--- src/rtl/seven_seg_pkg.sv ---
// seven_seg_pkg: segment bit positions, glyph patterns and shared types for
// the 7-segment scan decoder.
package seven_seg_pkg;
    localparam int SEG_A = 0;
    localparam int SEG_B = 1;
    localparam int SEG_C = 2;
    localparam int SEG_D = 3;
    localparam int SEG_E = 4;
    localparam int SEG_F = 5;
    localparam int SEG_G = 6;

    typedef logic [6:0] seg_t;
    typedef logic [3:0] nib_t;

    localparam seg_t GLYPH_0    = 7'h3F;
    localparam seg_t GLYPH_1    = 7'h06;
    localparam seg_t GLYPH_2    = 7'h5B;
    localparam seg_t GLYPH_3    = 7'h4F;
    localparam seg_t GLYPH_4    = 7'h66;
    localparam seg_t GLYPH_5    = 7'h6D;
    localparam seg_t GLYPH_6    = 7'h7D;
    localparam seg_t GLYPH_7    = 7'h07;
    localparam seg_t GLYPH_8    = 7'h7F;
    localparam seg_t GLYPH_9    = 7'h6F;
    localparam seg_t GLYPH_A    = 7'h77;
    localparam seg_t GLYPH_B    = 7'h7C;
    localparam seg_t GLYPH_C    = 7'h39;
    localparam seg_t GLYPH_D    = 7'h5E;
    localparam seg_t GLYPH_E    = 7'h79;
    localparam seg_t GLYPH_F    = 7'h71;
    localparam seg_t GLYPH_DASH = seg_t'(1 << SEG_G);

    typedef enum logic [1:0] {IDLE, SETTLE, HELD} state_t;
endpackage

--- src/rtl/seven_seg_to_hex.sv ---
// seven_seg_to_hex: maps a segment pattern back to its hex nibble; hit is low
// for any pattern that is not one of the sixteen hex glyphs.
module seven_seg_to_hex
    import seven_seg_pkg::*;
(
    input  seg_t       seg,
    output nib_t       nib,
    output logic       hit
);
    always_comb begin
        hit = 1'b1;
        nib = 4'h0;
        case (seg)
            GLYPH_0: nib = 4'h0;
            GLYPH_1: nib = 4'h1;
            GLYPH_2: nib = 4'h2;
            GLYPH_3: nib = 4'h3;
            GLYPH_4: nib = 4'h4;
            GLYPH_5: nib = 4'h5;
            GLYPH_6: nib = 4'h6;
            GLYPH_7: nib = 4'h7;
            GLYPH_8: nib = 4'h8;
            GLYPH_9: nib = 4'h9;
            GLYPH_A: nib = 4'hA;
            GLYPH_B: nib = 4'hB;
            GLYPH_C: nib = 4'hC;
            GLYPH_D: nib = 4'hD;
            GLYPH_E: nib = 4'hE;
            GLYPH_F: nib = 4'hF;
            default: hit = 1'b0;
        endcase
    end
endmodule

--- src/rtl/seven_seg_scan_decoder.sv ---
// seven_seg_scan_decoder: debounces each scan slot of a multiplexed 7-segment
// bus, keeps the decoded nibble per digit and reports changes on a stream.
module seven_seg_scan_decoder
    import seven_seg_pkg::*;
#(
    parameter int NDIG       = 4,
    parameter int STABLE_CYC = 8,
    parameter int CW         = 8
) (
    input  logic              clk,
    input  logic              resetn,
    input  logic [6:0]        seg_in,
    input  logic [NDIG-1:0]   dig_sel,
    output logic [4*NDIG-1:0] digits,
    output logic [NDIG-1:0]   digit_ok,
    output logic              out_valid,
    input  logic              out_ready,
    output logic [2:0]        out_idx,
    output logic [3:0]        out_val,
    output logic              bad_pat,
    output logic              overrun,
    input  logic              clr_flags
);
    state_t            state_q, state_d;
    logic [CW-1:0]     cnt_q, cnt_d;
    seg_t              prev_seg_q;
    logic [NDIG-1:0]   prev_sel_q;
    logic [4*NDIG-1:0] digits_q, digits_d;
    logic [NDIG-1:0]   ok_q, ok_d;
    logic              valid_q, valid_d;
    logic [2:0]        idx_q, idx_d;
    nib_t              val_q, val_d;
    logic              bad_q, bad_d;
    logic              ovr_q, ovr_d;

    nib_t       nib, cur_nib;
    logic       hit, cur_ok, onehot, same, accept, ev, pop, load;
    logic [2:0] sel_idx;

    seven_seg_to_hex u_dec (.seg(seg_in), .nib(nib), .hit(hit));

    assign onehot = (dig_sel != '0) && ((dig_sel & (dig_sel - NDIG'(1))) == '0);
    assign same   = (seg_in == prev_seg_q) && (dig_sel == prev_sel_q);

    always_comb begin
        state_d = state_q;
        cnt_d   = cnt_q;
        accept  = 1'b0;
        case (state_q)
            IDLE: begin
                cnt_d   = '0;
                state_d = onehot ? SETTLE : IDLE;
            end
            SETTLE, HELD: begin
                if (!same) begin
                    state_d = onehot ? SETTLE : IDLE;
                    cnt_d   = onehot ? CW'(1) : '0;
                end else if (state_q == SETTLE) begin
                    if (cnt_q == CW'(STABLE_CYC - 1)) begin
                        accept  = 1'b1;
                        state_d = HELD;
                    end else begin
                        cnt_d = cnt_q + CW'(1);
                    end
                end
            end
            default: state_d = IDLE;
        endcase
    end

    always_comb begin
        sel_idx  = '0;
        cur_nib  = '0;
        cur_ok   = 1'b0;
        digits_d = digits_q;
        ok_d     = ok_q;
        for (int k = 0; k < NDIG; k++) begin
            if (dig_sel[k]) begin
                sel_idx = 3'(k);
                cur_nib = digits_q[4*k +: 4];
                cur_ok  = ok_q[k];
            end
            if (accept && dig_sel[k]) begin
                ok_d[k] = hit;
                if (hit) digits_d[4*k +: 4] = nib;
            end
        end
        pop     = valid_q && out_ready;
        ev      = accept && hit && (!cur_ok || cur_nib != nib);
        load    = ev && (!valid_q || pop);
        valid_d = load || (valid_q && !pop);
        idx_d   = load ? sel_idx : idx_q;
        val_d   = load ? nib : val_q;
        // A set condition in the same cycle as clr_flags takes priority.
        bad_d   = (accept && !hit) || (bad_q && !clr_flags);
        ovr_d   = (ev && valid_q && !pop) || (ovr_q && !clr_flags);
    end

    always_ff @(posedge clk or negedge resetn) begin
        if (!resetn) begin
            state_q    <= IDLE;
            cnt_q      <= '0;
            prev_seg_q <= '0;
            prev_sel_q <= '0;
            digits_q   <= '0;
            ok_q       <= '0;
            valid_q    <= 1'b0;
            idx_q      <= '0;
            val_q      <= '0;
            bad_q      <= 1'b0;
            ovr_q      <= 1'b0;
        end else begin
            state_q    <= state_d;
            cnt_q      <= cnt_d;
            prev_seg_q <= seg_in;
            prev_sel_q <= dig_sel;
            digits_q   <= digits_d;
            ok_q       <= ok_d;
            valid_q    <= valid_d;
            idx_q      <= idx_d;
            val_q      <= val_d;
            bad_q      <= bad_d;
            ovr_q      <= ovr_d;
        end
    end

    assign digits    = digits_q;
    assign digit_ok  = ok_q;
    assign out_valid = valid_q;
    assign out_idx   = idx_q;
    assign out_val   = val_q;
    assign bad_pat   = bad_q;
    assign overrun   = ovr_q;
endmodule

--- config.mk ---
export PLATFORM = sky130hd
export DESIGN_NAME = seven_seg_scan_decoder
export DESIGN_NICKNAME = d
export VERILOG_FILES = /design/src/rtl/seven_seg_pkg.sv /design/src/rtl/seven_seg_to_hex.sv /design/src/rtl/seven_seg_scan_decoder.sv
export SDC_FILE = /design/constraint.sdc
export NUM_CORES = 1
export LEC_CHECK = 0
export CAP_MARGIN = 5
export CORE_MARGIN = 1.5
export CORE_UTILIZATION = 48
export DETAILED_ROUTE_END_ITERATION = 8
export PLACE_DENSITY = 0.76
export SYNTH_ARGS = -nofsm -noshare
export SYNTH_HDL_FRONTEND = slang
export SYNTH_SLANG_ARGS = --single-unit
--- constraint.sdc ---
create_clock -name clk -period 2.25 [get_ports clk]
set_input_delay 0.45 -clock clk [delete_from_list [all_inputs] [get_ports clk]]
set_output_delay 0.45 -clock clk [all_outputs]
set_load 0.005 [all_outputs]
==> flow_summary.toml <==
[floorplan]
placementRows = 27
die_x_um = 78.83
die_y_um = 78.83
fp.dieArea_um2 = 6214
io_pins = 45
initial_core_util_pct = 49.82
core_um2 = 5540

[routing]
drc = 0
route.detailed.wl_per_inst_um = 17.78
dr_total_vias = 2525
drtIter0Drc = 158
firstDrtPassIters = 4
postRouteAntennaNets = 0
viasPerCell = 5.687
wl_mm = 7.893

[logic_synthesis]
yosys_most_used_dff = "dfrtp_1"
syn_area_um2 = 2760
avgSynthCellArea_um2 = 10.38
synth_largest_area_cell = "dfrtp_1"
synth_cells = 266
ys_seq_area_share_pct = 45.33
synth_area_leaders = "dfrtp_1 45%, mux2_2 9.8%, xnor2_1 4.8%, nand2_1 3.0%, nand3_1 2.2%"
yosysWarnings = 0
synthesis.nets = 285
synth-async-reset-ratio_pct = 100.0
synthDistinctLibCells = 54
synth-edff-count = 0
ys_ff_latch = 50
synth_top_area_share_pct = 45.33

[cts]
cts_sinks = 50
cts_tree = "done"
clockBufferDepth = 2
clock_latency_ps = 310
cts_buffers = 5
clk_pin_slew_ps = 100
clockRootBuffer = "clkbuf_8"
cts_max_level = 2
cts-hold-fix-buffers = 0

[sta]
fin_crit_ps = 2376
fmax_mhz = 420.9
slew_headroom_pct = 58.15
maxSlewViolCount = 0
fin_crit_sh_pct = 105.6
finalHoldViolations = 0
fin_worst_skew_ps = 8.024
worst_pin_slew_ps = 627.7
rsz0062_at_grt = "yes"
fin_ws_ps = -126.1
finalSetupViolations = 7

[power_and_ir_drop]
p_per_area_nw_per_um2 = 426.3
leakagePower_nw = 1.889
p_sw_share_pct = 27.69
intPower_mw = 1.293
clock_power_share_pct = 29.7
ir_drop_v = 0.0002740
p_seq_share_pct = 51.5
p_sw_uw = 495.3
combPwrFrac_pct = 18.8

[hold_path]
hp-class = "in2async"

[critical_path]
crit_path_start_kind = "input port"
path_delay_family = "compound AO/OA/AOI/OAI gates"
r2r_slack_ps = -30
cpPeakStageDelay_ps = 400
worst-path-stages = 10
crit_path_frequent_cell = "buf_6"
cp_num_buf_inv = 4
worst_r2r_path_depth = 7
critical_path_class = "in2reg"
slowest_stage = "or3b_1"
path_cells = "clkdlybuf4s15_2 -> buf_6 -> inv_1 -> nor3_2 -> o41ai_2 -> or3b_1 -> o211a_1 -> o31ai_4 -> buf_6 -> mux2_4"
cp.arrival_ps = 2570
r2r_start = "digits[7]"
cp_max_fo = 5
reg2reg_to = "out_val[1]"
cp-end-kind = "flop"
cp.required_ps = 2440

[finish]
final_cell_mix = "57 x buf_4, 50 x dfrtp_1, 31 x clkdlybuf4s50_1"
fin_util_pct = 75.72
final_cell_area_um2 = 4195
n_antenna_cell = 0
drive_above_1_share_pct = 41.13
fin_nets = 391
area.growth.synth_to_final_pct = 51.99
final_common_cell = "buf_4"
fill_cells = 369

[status]
violations = "setup timing"
status = "finished with violations"

[place]
dpl.hpwl_mm = 5.158
gp_congestion = 0.8268
io_buffer_count = 43
post_dp_cell_area_um2 = 3685

[global_routing]
grt_pass1_wl_mm = 12.69
antenna_found_initial = 0
grtUsageTotal_pct = 26.32
grt_max_degree = 51
grt_overflow_total = 0
first_global_vias = 2549

[flow_run]
cap_violations = 0
-- state kept, by name, summed over array words and instances (netlist names) --
name        flops
digits         16
cnt_q           8
prev_seg_q      7
digit_ok        4
out_val         4
prev_sel_q      4
out_idx         2
state_q         2
bad_pat         1
out_valid       1
overrun         1
-- worst register-to-register path, cell delays in order, from the launching register on --
cell      delay, ps
dfrtp_1         430
a221oi_4        340
nor3b_2          80
or3b_1          360
o211a_1         250
o31ai_4         240
buf_6           160
mux2_4          310
-- synth_stat cells (3+ instances only) --
library cell  instances
dfrtp_1              50
mux2_2               24
nand2_1              22
xnor2_1              15
nor2_1               14
nand3_1              12
inv_1                10
nor3_1                7
o31ai_1               7
a21oi_1               6
buf_2                 6
o21ai_0               6
nand2b_1              5
nand3b_1              5
nor2b_1               5
buf_4                 4
ha_1                  4
nor3b_1               4
or3_1                 4
and2_1                3
clkbuf_1              3
nand4_1               3
xor2_1                3
-- timing repair --
| action | in CTS | in global routing |
|---|---|---|
| setup buffers | 12 | 6 |
| pin swaps | 23 | 16 |
| setup endpoints to repair | 37 | 35 |
| gates resized for setup | 87 | 21 |
| gates cloned | 1 | 0 |
-- how the worst max path moves through the flow --
stage	from	to	slack (ps)
finish	dig_sel[1]	out_val[1]	-130
CTS	seg_in[4]	out_val[1]	-130
floorplan	seg_in[1]	out_idx[0]	-260
detailed placement	seg_in[3]	out_val[1]	-970
global placement	seg_in[3]	out_idx[0]	-890
global route	dig_sel[1]	out_val[1]	-180
-- logic make-up after synthesis --
group | count (synthesis) | synth area share (%)
and+or+nand+nor | 101 | 20.35
DFF | 50 | 45.33
AOI/OAI and AO/OA | 44 | 12.51
muxes | 24 | 9.792
buffers and inverters | 24 | 4.352
xor gates and xnor gates | 18 | 5.712
adders and majority gates | 4 | 1.813
other | 1 | 0.1359
-- through the flow --
stage | TNS [ps] | power [mW] | instances | setup WS [ps] | hold WS, ps
4_1_cts | -939.0 | 1.767 | 439 | -134.2 | 262.9
2_1_floorplan | -1587 | 1.085 | 266 | -262.4 | 154.4
6_report | -681.7 | 1.788 | 444 | -126.1 | 229.4
3_3_place_gp | -24490 | 1.197 | 420 | -886.2 | 481.3
5_1_grt | -1813 | 1.868 | 444 | -183.7 | 286.3
3_5_place_dp | -26150 | 1.204 | 420 | -973.2 | 487.2
-- power by group through the flow --
stage / registers [mW] / clock network [mW] / logic (mW)
floorplan: 0.938 / 0 / 0.147
global placement: 0.939 / 0 / 0.258
detailed placement: 0.940 / 0 / 0.264
CTS: 0.923 / 0.541 / 0.302
global route: 0.923 / 0.583 / 0.362
finish: 0.921 / 0.531 / 0.337
-- metal layers --
| metal | GRT usage, % | part of all wire, % | up-vias |
|---|---|---|---|
| met5 | 0 | 0 | - |
| met4 | 8.421 | 2.3 | 0 |
| met3 | 4.483 | 5.2 | 22 |
| met2 | 44.66 | 51 | 95 |
| met1 | 34.32 | 42 | 1230 |
| li1 | - | - | 1178 |
-- cell type report --
cell class	count	area, um^2	share of cell area [%]
multi-input cells	192	1704	40.62
flip-flops and latches	50	1251	29.82
repair buffers	113	1030	24.55
well taps	72	90.09	2.147
clock buffers	5	68.82	1.640
inverters	10	37.54	0.8947
clock inverters	2	13.76	0.3281
Note: power is estimated with default switching activity, not from simulation.
